## src/rtl/shift_pkg.sv

```systemverilog
// Shared types for the shift register unit: operation encoding and FSM states.
package shift_pkg;

    typedef enum logic [2:0] {
        MODE_HOLD = 3'b000,
        MODE_LOAD = 3'b001,
        MODE_SHL  = 3'b010,
        MODE_SHR  = 3'b011,
        MODE_ROL  = 3'b100,
        MODE_ROR  = 3'b101,
        MODE_ASR  = 3'b110,
        MODE_RSVD = 3'b111
    } shift_mode_t;

    typedef enum logic {
        IDLE  = 1'b0,
        SHIFT = 1'b1
    } state_t;

    function automatic logic is_shift_mode(input shift_mode_t mode);
        return (mode == MODE_SHL) || (mode == MODE_SHR) || (mode == MODE_ROL) ||
               (mode == MODE_ROR) || (mode == MODE_ASR);
    endfunction

endpackage

```

## src/rtl/dff_sync_rst.sv

```systemverilog
// Single storage bit: synchronous active-high reset, load enable, true and
// complementary outputs.
module dff_sync_rst #(
    parameter logic RESET_VALUE = 1'b0
) (
    input  logic clk,
    input  logic rst,
    input  logic en,
    input  logic d,
    output logic q,
    output logic qn
);

    always_ff @(posedge clk) begin
        if (rst) begin
            q <= RESET_VALUE;
        end else if (en) begin
            q <= d;
        end
    end

    assign qn = ~q;

endmodule

```

## src/rtl/shift_register_unit.sv

```systemverilog
// WIDTH-bit register with parallel load and multi-bit shift/rotate operations
// executed one bit per clock under a start/busy/done handshake.
module shift_register_unit
    import shift_pkg::*;
#(
    parameter int               WIDTH       = 8,
    parameter logic [WIDTH-1:0] RESET_VALUE = '0,
    parameter int               CNT_W       = $clog2(WIDTH + 1)
) (
    input  logic             i_clk,
    input  logic             i_rst,
    input  logic             i_start,
    input  logic [2:0]       i_mode,
    input  logic [CNT_W-1:0] i_amount,
    input  logic [WIDTH-1:0] i_d,
    input  logic             i_ser_in,
    output logic [WIDTH-1:0] o_q,
    output logic [WIDTH-1:0] o_qn,
    output logic             o_ser_out,
    output logic             o_busy,
    output logic             o_done
);

    state_t           state;
    shift_mode_t      mode_q;
    logic [CNT_W-1:0] cnt;
    logic             ser_q;
    logic             busy_q;
    logic             done_q;

    shift_mode_t      req_mode;
    shift_mode_t      op_mode;
    logic [CNT_W-1:0] amount_clamped;
    logic             start_ok;
    logic             start_load;
    logic             start_shift;
    logic             shift_en;
    logic             q_en;
    logic [WIDTH-1:0] q;
    logic [WIDTH-1:0] qn;
    logic [WIDTH-1:0] shifted;
    logic [WIDTH-1:0] q_next;
    logic             shifted_out;

    assign req_mode    = shift_mode_t'(i_mode);
    assign start_ok    = (state == IDLE) && i_start;
    assign start_load  = start_ok && (req_mode == MODE_LOAD);
    assign start_shift = start_ok && is_shift_mode(req_mode) && (amount_clamped != '0);
    assign shift_en    = start_shift || (state == SHIFT);
    assign q_en        = shift_en || start_load;

    // The first shift happens on the accepting edge, before mode_q is valid.
    assign op_mode = (state == IDLE) ? req_mode : mode_q;

    always_comb begin
        amount_clamped = i_amount;
        if (i_amount > CNT_W'(WIDTH)) begin
            amount_clamped = CNT_W'(WIDTH);
        end
    end

    always_comb begin
        shifted     = q;
        shifted_out = ser_q;
        case (op_mode)
            MODE_SHL: begin
                shifted     = {q[WIDTH-2:0], i_ser_in};
                shifted_out = q[WIDTH-1];
            end
            MODE_SHR: begin
                shifted     = {i_ser_in, q[WIDTH-1:1]};
                shifted_out = q[0];
            end
            MODE_ROL: begin
                shifted     = {q[WIDTH-2:0], q[WIDTH-1]};
                shifted_out = q[WIDTH-1];
            end
            MODE_ROR: begin
                shifted     = {q[0], q[WIDTH-1:1]};
                shifted_out = q[0];
            end
            MODE_ASR: begin
                shifted     = {q[WIDTH-1], q[WIDTH-1:1]};
                shifted_out = q[0];
            end
            default: begin
                shifted     = q;
                shifted_out = ser_q;
            end
        endcase
    end

    assign q_next = start_load ? i_d : shifted;

    for (genvar i = 0; i < WIDTH; i++) begin : g_bit
        dff_sync_rst #(
            .RESET_VALUE(RESET_VALUE[i])
        ) u_bit (
            .clk(i_clk),
            .rst(i_rst),
            .en (q_en),
            .d  (q_next[i]),
            .q  (q[i]),
            .qn (qn[i])
        );
    end

    // cnt holds the shifts still to do after the current edge's shift.
    always_ff @(posedge i_clk) begin
        if (i_rst) begin
            state  <= IDLE;
            mode_q <= MODE_HOLD;
            cnt    <= '0;
            ser_q  <= 1'b0;
            busy_q <= 1'b0;
            done_q <= 1'b0;
        end else begin
            done_q <= 1'b0;
            if (shift_en) begin
                ser_q <= shifted_out;
            end
            case (state)
                IDLE: begin
                    if (start_shift) begin
                        mode_q <= req_mode;
                        if (amount_clamped == CNT_W'(1)) begin
                            done_q <= 1'b1;
                        end else begin
                            state  <= SHIFT;
                            cnt    <= amount_clamped - CNT_W'(1);
                            busy_q <= 1'b1;
                        end
                    end else if (start_ok) begin
                        done_q <= 1'b1;
                    end
                end
                SHIFT: begin
                    cnt <= cnt - CNT_W'(1);
                    if (cnt == CNT_W'(1)) begin
                        state  <= IDLE;
                        busy_q <= 1'b0;
                        done_q <= 1'b1;
                    end
                end
                default: state <= IDLE;
            endcase
        end
    end

    assign o_q       = q;
    assign o_qn      = qn;
    assign o_ser_out = ser_q;
    assign o_busy    = busy_q;
    assign o_done    = done_q;

endmodule

```

## config.mk

```make
export PLATFORM = sky130hd
export DESIGN_NAME = shift_register_unit
export DESIGN_NICKNAME = d
export VERILOG_FILES = /design/src/rtl/shift_pkg.sv /design/src/rtl/dff_sync_rst.sv /design/src/rtl/shift_register_unit.sv
export SDC_FILE = /design/constraint.sdc
export NUM_CORES = 1
export LEC_CHECK = 0
export BUFFER_PORTS_ARGS = -buffer_cell sky130_fd_sc_hd__buf_2
export CELL_PAD_IN_SITES_DETAIL_PLACEMENT = 1
export CELL_PAD_IN_SITES_GLOBAL_PLACEMENT = 2
export CORE_MARGIN = 2
export CORE_UTILIZATION = 32
export CTS_CLUSTER_DIAMETER = 30
export DETAILED_ROUTE_END_ITERATION = 7
export PLACE_DENSITY_LB_ADDON = 0.25
export SKIP_CTS_REPAIR_TIMING = 1
export SYNTH_ARGS = -nofsm -noshare
export SYNTH_HDL_FRONTEND = slang
export SYNTH_SLANG_ARGS = --single-unit
```

## constraint.sdc

```tcl
create_clock -name i_clk -period 3.3 [get_ports i_clk]
set_input_delay 0.66 -clock i_clk [delete_from_list [all_inputs] [get_ports i_clk]]
set_output_delay 0.66 -clock i_clk [all_outputs]
set_load 0.005 [all_outputs]
```

==> metrics.md, run 1 <==
| Metric | Value |
|---|---|
| Drt drc | 0 |
| Synth unique cells | 43 |
| Top_reg_cell synth | dfxtp_1 |
| Total CTS buffers | 3 |
| GR Util All Layers | 0.161 |
| # IOs | 38 |
| Post-synth ARST share | 0 |
| H-tree level count | 1 |
| Design Area, Final | 1570 µm² |
| Clock group share of total power | 0.266 |
| Status | finished, final reports clean |
| Critical Path End Type | register |
| Commonest non-fill, non-tap cell in the layout | buf_2 |
| Sink Count | 19 |
| Adder-Cell Fraction of Synth Area | 0.0351 |
| Vias in the first global route | 1310 |
| Cell-internal power | 421 µW |
| Largest family of logic cells by synthesized area | compound AO/OA/AOI/OAI gates |
| Yosys warnings | 0 |
| CTS Root Buffer Type | clkbuf_8 |
| Fin crit share | 0.760 |
| Via/cell ratio | 5.35 |
| Mapped Cells | 173 |
| Synthesized area per cell | 8.24 µm² |
| Hold Violations, Final | 0 |
| Antenna Diode Count | 0 |
| Pin count of the biggest net entering global routing | 20 |
| Leakage power | 0.624 nW |
| Routed Antenna Nets | 0 |
| EDFF count, synth | 0 |
| Longest Clk Path Bufs | 2 |
| CP Max Fanout | 18 |
| Clk_lat worst skew | 0.26 ns |
| Max-slew violation count | 0 |
| Total Power | 643 µW |
| Nets | 215 |
| Max VDD drop | 0.000127 V |
| Post-synthesis compound-gate area fraction | 0.227 |
| Detail Placement HPWL | 2990 µm |
| Die area | 5010 µm² |
| Initial antenna violation count | 0 |
| Total of max-cap violations | 0 |
| #FFs+latches synth | 19 |
| Sequential group share of total power | 0.428 |
| Dpl cell area | 1520 µm² |
| Setup TNS Final | 0 ns |
| Psw | 222 µW |
| Vias | 1300 |
| Power share of the combinational group | 0.305 |
| Cell row count | 24 |
| Layout overhead on the synthesized area | 9.91% |
| Sequential area share after synthesis | 0.267 |
| Critical path arrival | 2.69 ns |
| WL/cell | 15.7 µm |
| Min Tclk post-route | 2.51 ns |
| Mapped cell area | 1430 µm² |
| Grt total ovfl | 0 |
| Clock slew at reported path FFs | 0.08 ns |
| Cell Chain, Critical Path | mux2i_4 > nor3_1 > o31ai_4 > nand3_1 > o21ai_0 |
| Initial Utilization | 0.330 |
| F_max | 0.399 GHz |
| Setup crit start kind | register |
| Die Ht | 70.8 µm |
| DRT iter0 DRCs | 52 |
| Worst-margin pin slew | 0.823 ns |
| Most frequent cells in the layout | buf_2, dfxtp_1, nand3_1 |
| Multiplexer share of the synthesized area | 0.118 |
| GPL Wtd Cong | 0.793 |
| Post-synthesis simple-gate area fraction | 0.191 |
| Critical path type | reg -> reg |
| Final Setup Violations | 0 |
| Layout Skew | 0.00331 ns |
| Count of input and output buffers | 37 |
| First-pass DRT Iterations | 4 |
| WP data required | 3.48 ns |
| Ratio of cells with drive above 1 in the final layout | 0.277 |
| Power per standard cell area | 410 nW/µm² |
| Slowest-stage cell, CP | dfxtp_1 |
| Overall routed net length | 3830 µm |
| Worst slew margin | 0.451 |
| XOR/XNOR Fraction of Synth Area | 0.0184 |
| CTS tree | yes |
| Max stage delay on crit path | 0.86 ns |
| Synthesized Nets | 196 |
| Core ar. | 4320 µm² |
| Hold crit path type | reg -> reg |
| RSZ-0062 raised after global routing | no |
| Switch share | 0.346 |
| First-pass GRT wire length | 6520 µm |
| Die X | 70.8 µm |
## worst paths after layout
path	from	end	slack [ns]	cells after the start
setup / recovery	state	g_bit[4].u_bit.q	0.79	5
hold / removal	o_busy	o_busy	0.47	2
setup reg to reg	state	g_bit[4].u_bit.q	0.79	5
hold reg to reg	o_busy	o_busy	0.47	2
## routing by layer
metal	track usage	vias to the layer above	part of all wire
met3	0.0242	2	0.044
met1	0.201	634	0.43
met5	0	-	0
li1	-	639	-
met2	0.293	25	0.52
met4	0.0314	0	0.0044
## sequential cells by signal, indices dropped and copies added, names as in the netlist
name	cells
cnt	4
g_bit.u_bit.q	8
mode_q	3
o_busy	1
o_done	1
o_ser_out	1
state	1
## cell families after synthesis
family                   count (synthesis)
AO/OA/AOI/OAI                           43
XOR/XNOR                                 3
adder cells (fa/ha/maj)                  4
buffers and inverters                   36
flip-flops                              19
multiplexers                            14
AND/OR/NAND/NOR                         54
## critical path, delay by kind of cell, from the launching register on
kind	cells	cell delay [ns]
DFF	1	0.86
AOI/OAI and AO/OA	2	0.73
muxes	1	0.43
and+or+nand+nor	2	0.41
## power groups by stage
stage	clock, mW	sequential [mW]	combinational [mW]
final	0.171	0.275	0.196
after global routing	0.189	0.280	0.220
after CTS	0.177	0.276	0.199
after floorplan	0	0.268	0.162
after global placement	0	0.280	0.191
after detailed placement	0	0.281	0.198
## Yosys cell counts (2+ instances only)
cell type	number	share of area
nor2_1	12	0.032
mux2_2	3	0.024
clkbuf_1	4	0.011
dfxtp_1	19	0.27
nand2_1	10	0.026
mux2i_4	2	0.032
a21oi_1	12	0.042
nor3_1	5	0.018
nand3_1	13	0.046
o21ai_0	7	0.025
xnor2_1	3	0.018
o2111ai_1	2	0.012
o31a_1	6	0.037
inv_1	12	0.032
nand2b_1	3	0.013
nor2b_1	4	0.018
a211oi_1	2	0.011
ha_1	4	0.035
mux2i_1	9	0.063
buf_4	16	0.084
a221oi_1	2	0.012
a31oi_1	2	0.0088
## through the flow
stage	instances	util	setup WS, ns	hold WS, ns
2_1_floorplan	173	-	0.954	0.453
3_3_place_gp	239	0.352	0.713	0.441
3_5_place_dp	239	0.352	0.573	0.476
4_1_cts	243	0.363	0.716	0.489
5_1_grt	243	0.363	0.492	0.499
6_report	243	0.363	0.792	0.473
## cell type report
type	count	area (µm²)
multi-input cells	118	842
clock inverters	1	5.00
clock buffers	3	41.3
fillers	546	2760
inverters	13	48.8
well taps	52	65.1
repair buffers	37	185
flip-flops and latches	19	380
(Power assumes the default switching activity.)
==> run 2: changes to the inputs <==
CORE_UTILIZATION = 30   (was 32)
clock period = 2.6 ns   (was 3.3 ns; I/O delays follow)
==> metrics.md, run 2 (synthesis results as in run 1) <==
| Metric | Value |
|---|---|
| Cell Chain, Critical Path | mux2_2 > nor3_1 > a21oi_4 > a211oi_1 > o31ai_1 |
| Commonest non-fill, non-tap cell in the layout | buf_2 |
| Max FFs per register | 8 (unchanged) |
| Largest regs | g_bit.u_bit.q: 8 flops, cnt: 4 flops, mode_q: 3 flops |
| Design Area, Final | 1580 µm² (+1.0%) |
| Min Tclk post-route | 2.17 ns (-0.340 ns) |
| Initial antenna violation count | 0 (unchanged) |
| Layout overhead on the synthesized area | 11.1% |
| Hold Worst Slack | 0.479 ns (+0.00577 ns) |
| WP data required | 2.74 ns (-0.74 ns) |
| Antenna Diode Count | 0 (unchanged) |
| Post-layout util | 0.340 (-0.0227) |
| Vias | 1283 (-1.3%) |
| Max stage delay on crit path | 0.67 ns (-0.19 ns) |
| Routed Antenna Nets | 0 (unchanged) |
| Layout Skew | 0.00726 ns (+0.00395 ns) |
| Critical path arrival | 2.31 ns (-0.38 ns) |
| Worst hold path cell count | 2 (unchanged) |
| Largest register by flop count | g_bit.u_bit.q |
| Max-slew violation count | 0 (unchanged) |
| Setup TNS Final | 0 ns (unchanged) |
| Fin crit share | 0.834 (+0.0738) |
| Top Family by Delay on Critical Path | flip-flops |
| Initial Utilization | 0.306 (-0.0238) |
| Dpl cell area | 1540 µm² (+1.2%) |
| Critical Path End Type | register |
| Status | finished, final reports clean |
| Detail Placement HPWL | 3060 µm (+2.4%) |
| Grt total ovfl | 0 (unchanged) |
| Final Setup Violations | 0 (unchanged) |
| Hold Violations, Final | 0 (unchanged) |
| Die X | 73.0 µm (+3.1%) |
| Clk_lat worst skew | 0.26 ns (about the same) |
| Ratio of cells with drive above 1 in the final layout | 0.280 (+0.00231) |
| Post-route insts no fill | 247 (+1.6%) |
| H-tree level count | 1 (unchanged) |
| Count of input and output buffers | 37 (unchanged) |
| Vias in the first global route | 1390 (+6.1%) |
| Max VDD drop | 0.000163 V (+28%) |
| Filler cells | 585 (+7.1%) |
| Die area | 5320 µm² (+6.3%) |
| DRT iter0 DRCs | 20 (-62%) |
| Core ar. | 4660 µm² (+7.8%) |
| Placed Cells incl. Taps | 243 (+1.7%) |
| Most frequent cells in the layout | buf_2, dfxtp_1, nand3_1 |
| Worst slew margin | 0.636 (+0.185) |
| CP Max Fanout | 9 (-9) |
| Nets | 217 (+0.93%) |
| CTS tree | yes |
| Pin count of the biggest net entering global routing | 20 (unchanged) |
| Pre-CTS setup slack | 0.160 ns (-0.414 ns) |
| Crit path buf inv count | 0 (unchanged) |
| First-pass GRT wire length | 6530 µm (+0.21%) |
| Final Worst Setup Slack | 0.432 ns (-0.360 ns) |
| GPL Wtd Cong | 0.801 (+1.1%) |
| Setup crit start kind | register |
| Cell row count | 25 (+4.2%) |
| Hold crit path type | reg -> reg |
| RSZ-0062 raised after global routing | no |
| WL/cell | 15.9 µm (+1.1%) |
| # IOs | 38 (unchanged) |
| Longest Clk Path Bufs | 2 (unchanged) |
| Slowest-stage cell, CP | dfxtp_1 |
| First-pass DRT Iterations | 4 (unchanged) |
| Via/cell ratio | 5.19 (-2.9%) |
| Critical path type | reg -> reg |
| Worst-margin pin slew | 0.545 ns (-0.278 ns) |
| Total Power | 821 µW (+28%) |
| Clock slew at reported path FFs | 0.08 ns (about the same) |
| Overall routed net length | 3930 µm (+2.7%) |
| Total of max-cap violations | 0 (unchanged) |
| Total CTS buffers | 3 (unchanged) |
| R2r worst-path depth | 5 (unchanged) |
| Sink Count | 19 (unchanged) |
| Crit path depth | 5 (unchanged) |
| Leakage power | 0.632 nW (+1.2%) |
| F_max | 0.461 GHz (+16%) |
| Die Ht | 73.0 µm (+3.1%) |
| GR Util All Layers | 0.161 (about the same) |
| CTS Root Buffer Type | clkbuf_8 |
| Drt drc | 0 (unchanged) |
| Power per standard cell area | 518 nW/µm² (+26%) |
[run 2: changes by cell type in the layout (fill, tap and decap cells not counted)]
cell      change
clkbuf_1      +1
buf_4         +2
clkinv_2      -1
[run 2: per-layer routing]
layer | global-route usage | up-vias | part of all wire | wire [µm]
li1 | - | 638 | - | -
met3 | 0.0249 | 4 | 0.030 | 116
met4 | 0.0514 | 0 | 0.0089 | 35
met5 | 0 | - | 0 | 0
met2 | 0.309 | 24 | 0.53 | 2080
met1 | 0.178 | 617 | 0.43 | 1700
[run 2: worst register-to-register path, delay by kind of cell (launching register included)]
| kind | cells | cell delay (ns) |
|---|---|---|
| AO/OA/AOI/OAI | 3 | 0.50 |
| flip-flops | 1 | 0.67 |
| multiplexers | 1 | 0.46 |
| AND/OR/NAND/NOR | 1 | 0.42 |
[run 2: worst paths after layout]
| path | start | to | slack [ns] |
|---|---|---|---|
| min reg2reg | o_busy | o_busy | 0.48 |
| max | state | g_bit[7].u_bit.q | 0.43 |
| min | o_busy | o_busy | 0.48 |
| max reg2reg | state | g_bit[7].u_bit.q | 0.43 |
[run 2: where the power goes]
group / internal, mW / switching, mW / total (mW)
Clock: 0.109 / 0.107 / 0.216
Sequential: 0.316 / 0.0295 / 0.345
Combinational: 0.116 / 0.144 / 0.260
Total: 0.541 / 0.280 / 0.821
[run 2: cell type report]
| class | instances | area, µm² | share of cell area |
|---|---|---|---|
| Timing Repair Buffer | 39 | 200 | 0.126 |
| Multi-Input combinational cell | 118 | 842 | 0.532 |
| Clock buffer | 4 | 45.0 | 0.0284 |
| Tap cell | 54 | 67.6 | 0.0427 |
| Inverter | 13 | 48.8 | 0.0308 |
| Sequential cell | 19 | 380 | 0.240 |
==> run 3: changes to the inputs <==
clock period = 2.1 ns   (was 2.6 ns; I/O delays follow)
==> metrics.md, run 3 (synthesis results as in run 1) <==
| Metric | Value |
|---|---|
| Most frequent cells in the layout | buf_2, dfxtp_1, buf_4 |
| Status | finished, final reports clean |
| Worst reg2reg path endpoint | g_bit[7].u_bit.q |
| Crit path buf inv count | 2 (+2) |
| Fin crit share | 0.942 |
| Power per standard cell area | 611 nW/µm² (+18%) |
| Count of input and output buffers | 37 (unchanged) |
| Layout Skew | 0.00777 ns (+0.000509 ns) |
| Overall routed net length | 4210 µm (+7.0%) |
| Detail Placement HPWL | 3290 µm (+7.5%) |
| DR WL met3 | 143 µm (+23%) |
| Vias in the first global route | 1459 (+5.0%) |
| Setup TNS Final | 0 ns (unchanged) |
| Grt total ovfl | 0 (unchanged) |
| R2r worst-path depth | 5 (unchanged) |
| CTS tree | yes |
| Sink Count | 19 (unchanged) |
| Final Worst Setup Slack | 0.122 ns (-0.310 ns) |
| Hold Violations, Final | 0 (unchanged) |
| Hold Path Origin | i_d[0] |
| Design Area, Final | 1730 µm² (+9.0%) |
| Final Setup Violations | 0 (unchanged) |
| Largest register by flop count | g_bit.u_bit.q |
| Cell row count | 25 (unchanged) |
| Commonest non-fill, non-tap cell in the layout | buf_2 |
| Die X | 73.0 µm (unchanged) |
| Leakage power | 0.712 nW (+13%) |
| Via/cell ratio | 5.22 (+0.43%) |
| Die Ht | 73.0 µm (unchanged) |
| Critical Path End Type | register |
| Max VDD drop | 0.000191 V (+18%) |
| RSZ-0062 raised after global routing | no |
| Critical path arrival | 2.11 ns (-0.20 ns) |
| Max-slew violation count | 0 (unchanged) |
| First-pass DRT Iterations | 4 (unchanged) |
| Max FFs per register | 8 (unchanged) |
| WL met2 | 2280 µm (+9.9%) |
| Top Family by Delay on Critical Path | simple AND/OR/NAND/NOR gates |
| Critical path type | in -> reg |
| Hold crit path type | in -> reg |
| Min Tclk post-route | 1.98 ns |
| Worst-margin pin slew | 0.487 ns (-0.0581 ns) |
| Antenna Diode Count | 0 (unchanged) |
| Slowest-stage cell, CP | or3b_4 |
| Largest regs | g_bit.u_bit.q: 8 flops, cnt: 4 flops, mode_q: 3 flops |
| Nets | 233 (+7.4%) |
| Top sig layer | met4 |
| Initial Utilization | 0.306 (unchanged) |
| DRT iter0 DRCs | 42 (+110%) |
| Vias | 1372 (+6.9%) |
| Total of max-cap violations | 0 (unchanged) |
| Initial antenna violation count | 0 (unchanged) |
| Dpl cell area | 1660 µm² (+7.8%) |
| Worst hold path cell count | 3 (+1) |
| F_max | 0.506 GHz |
| GPL Wtd Cong | 0.784 (-2.2%) |
| Clock slew at reported path FFs | 0.07 ns (about the same) |
| WP data required | 2.24 ns (-0.50 ns) |
| Die area | 5320 µm² (unchanged) |
| Max stage delay on crit path | 0.42 ns (-0.25 ns) |
| Ratio of cells with drive above 1 in the final layout | 0.349 (+0.0695) |
| Cell Chain, Critical Path | buf_2 > nor2b_1 > inv_1 > ha_1 > or3b_4 > and4_1 > and2_4 > a221oi_1 > nor2_1 |
| First-pass GRT wire length | 6820 µm (+4.4%) |
| Routed Antenna Nets | 0 (unchanged) |
| WL/cell | 16.0 µm (+0.46%) |
| Total CTS buffers | 3 (unchanged) |
| GR Util All Layers | 0.164 (+0.00302) |
| Layout overhead on the synthesized area | 21.1% |
| Hold EP | g_bit[0].u_bit.q |
| Clk_lat worst skew | 0.26 ns (about the same) |
| Worst slew margin | 0.671 (+0.0346) |
| Core ar. | 4660 µm² (unchanged) |
| Metal1 wirelength | 1760 µm (+3.3%) |
| FF-to-FF Start | state |
| R2r setup slk | 0.23 ns (-0.20 ns) |
| CTS Root Buffer Type | clkbuf_8 |
| Pin count of the biggest net entering global routing | 19 (-5.0%) |
| CP Max Fanout | 4 (-5) |
| H-tree level count | 1 (unchanged) |
| Pre-CTS setup slack | -0.173 ns (-0.333 ns) |
| Drt drc | 0 (unchanged) |
| Setup crit start kind | input port |
| # IOs | 38 (unchanged) |
| Longest Clk Path Bufs | 2 (unchanged) |
## run 3: changes by cell type in the layout (fill, tap and decap cells not counted), sizes merged
cell / delta
buf: +16
## run 3: metrics by stage
| step | total power [mW] | hold WS (ns) | utilization | cells |
|---|---|---|---|---|
| 2_1_floorplan | 0.676 | 0.453 | - | 173 |
| 3_3_place_gp | 0.784 | 0.443 | 0.356 | 259 |
| 3_5_place_dp | 0.799 | 0.467 | 0.356 | 259 |
| 4_1_cts | 1.07 | 0.430 | 0.366 | 263 |
| 5_1_grt | 1.13 | 0.454 | 0.370 | 263 |
| 6_report | 1.06 | 0.439 | 0.370 | 263 |
## run 3: worst max path at each step
stage	endpoint	startpoint	cells past startpoint
after floorplan	cnt[1]	i_amount[0]	9
after global placement	g_bit[3].u_bit.q	i_amount[0]	10
after detailed placement	g_bit[1].u_bit.q	i_amount[0]	9
after CTS	g_bit[1].u_bit.q	state	6
final	cnt[0]	i_amount[0]	9
after global routing	cnt[2]	i_amount[0]	10
## run 3: report_power, final
part | internal, mW | switching (mW) | total [mW]
Combinational | 0.178 | 0.192 | 0.370
Sequential | 0.392 | 0.0349 | 0.426
Clock | 0.135 | 0.123 | 0.258
Total | 0.705 | 0.350 | 1.06
## run 3: cell type report
cell class | count | area (µm²)
fillers | 577 | 2930
multi-input cells | 118 | 863
flip-flops and latches | 19 | 382
repair buffers | 55 | 320
well taps | 54 | 67.6
inverters | 13 | 48.8
clock buffers | 4 | 45.0
## run 3: metal layers
metal | global-route usage | vias to the layer above
met3 | 0.0221 | 2
met5 | 0 | -
met1 | 0.191 | 666
met4 | 0.0309 | 0
met2 | 0.316 | 30
li1 | - | 674
## run 3: tightest hold or removal path: cells and delay by family
kind | cells | cell delay [ns]
buf+inv | 1 | 0.10
simple gates | 1 | 0.05
compound gates | 1 | 0.07
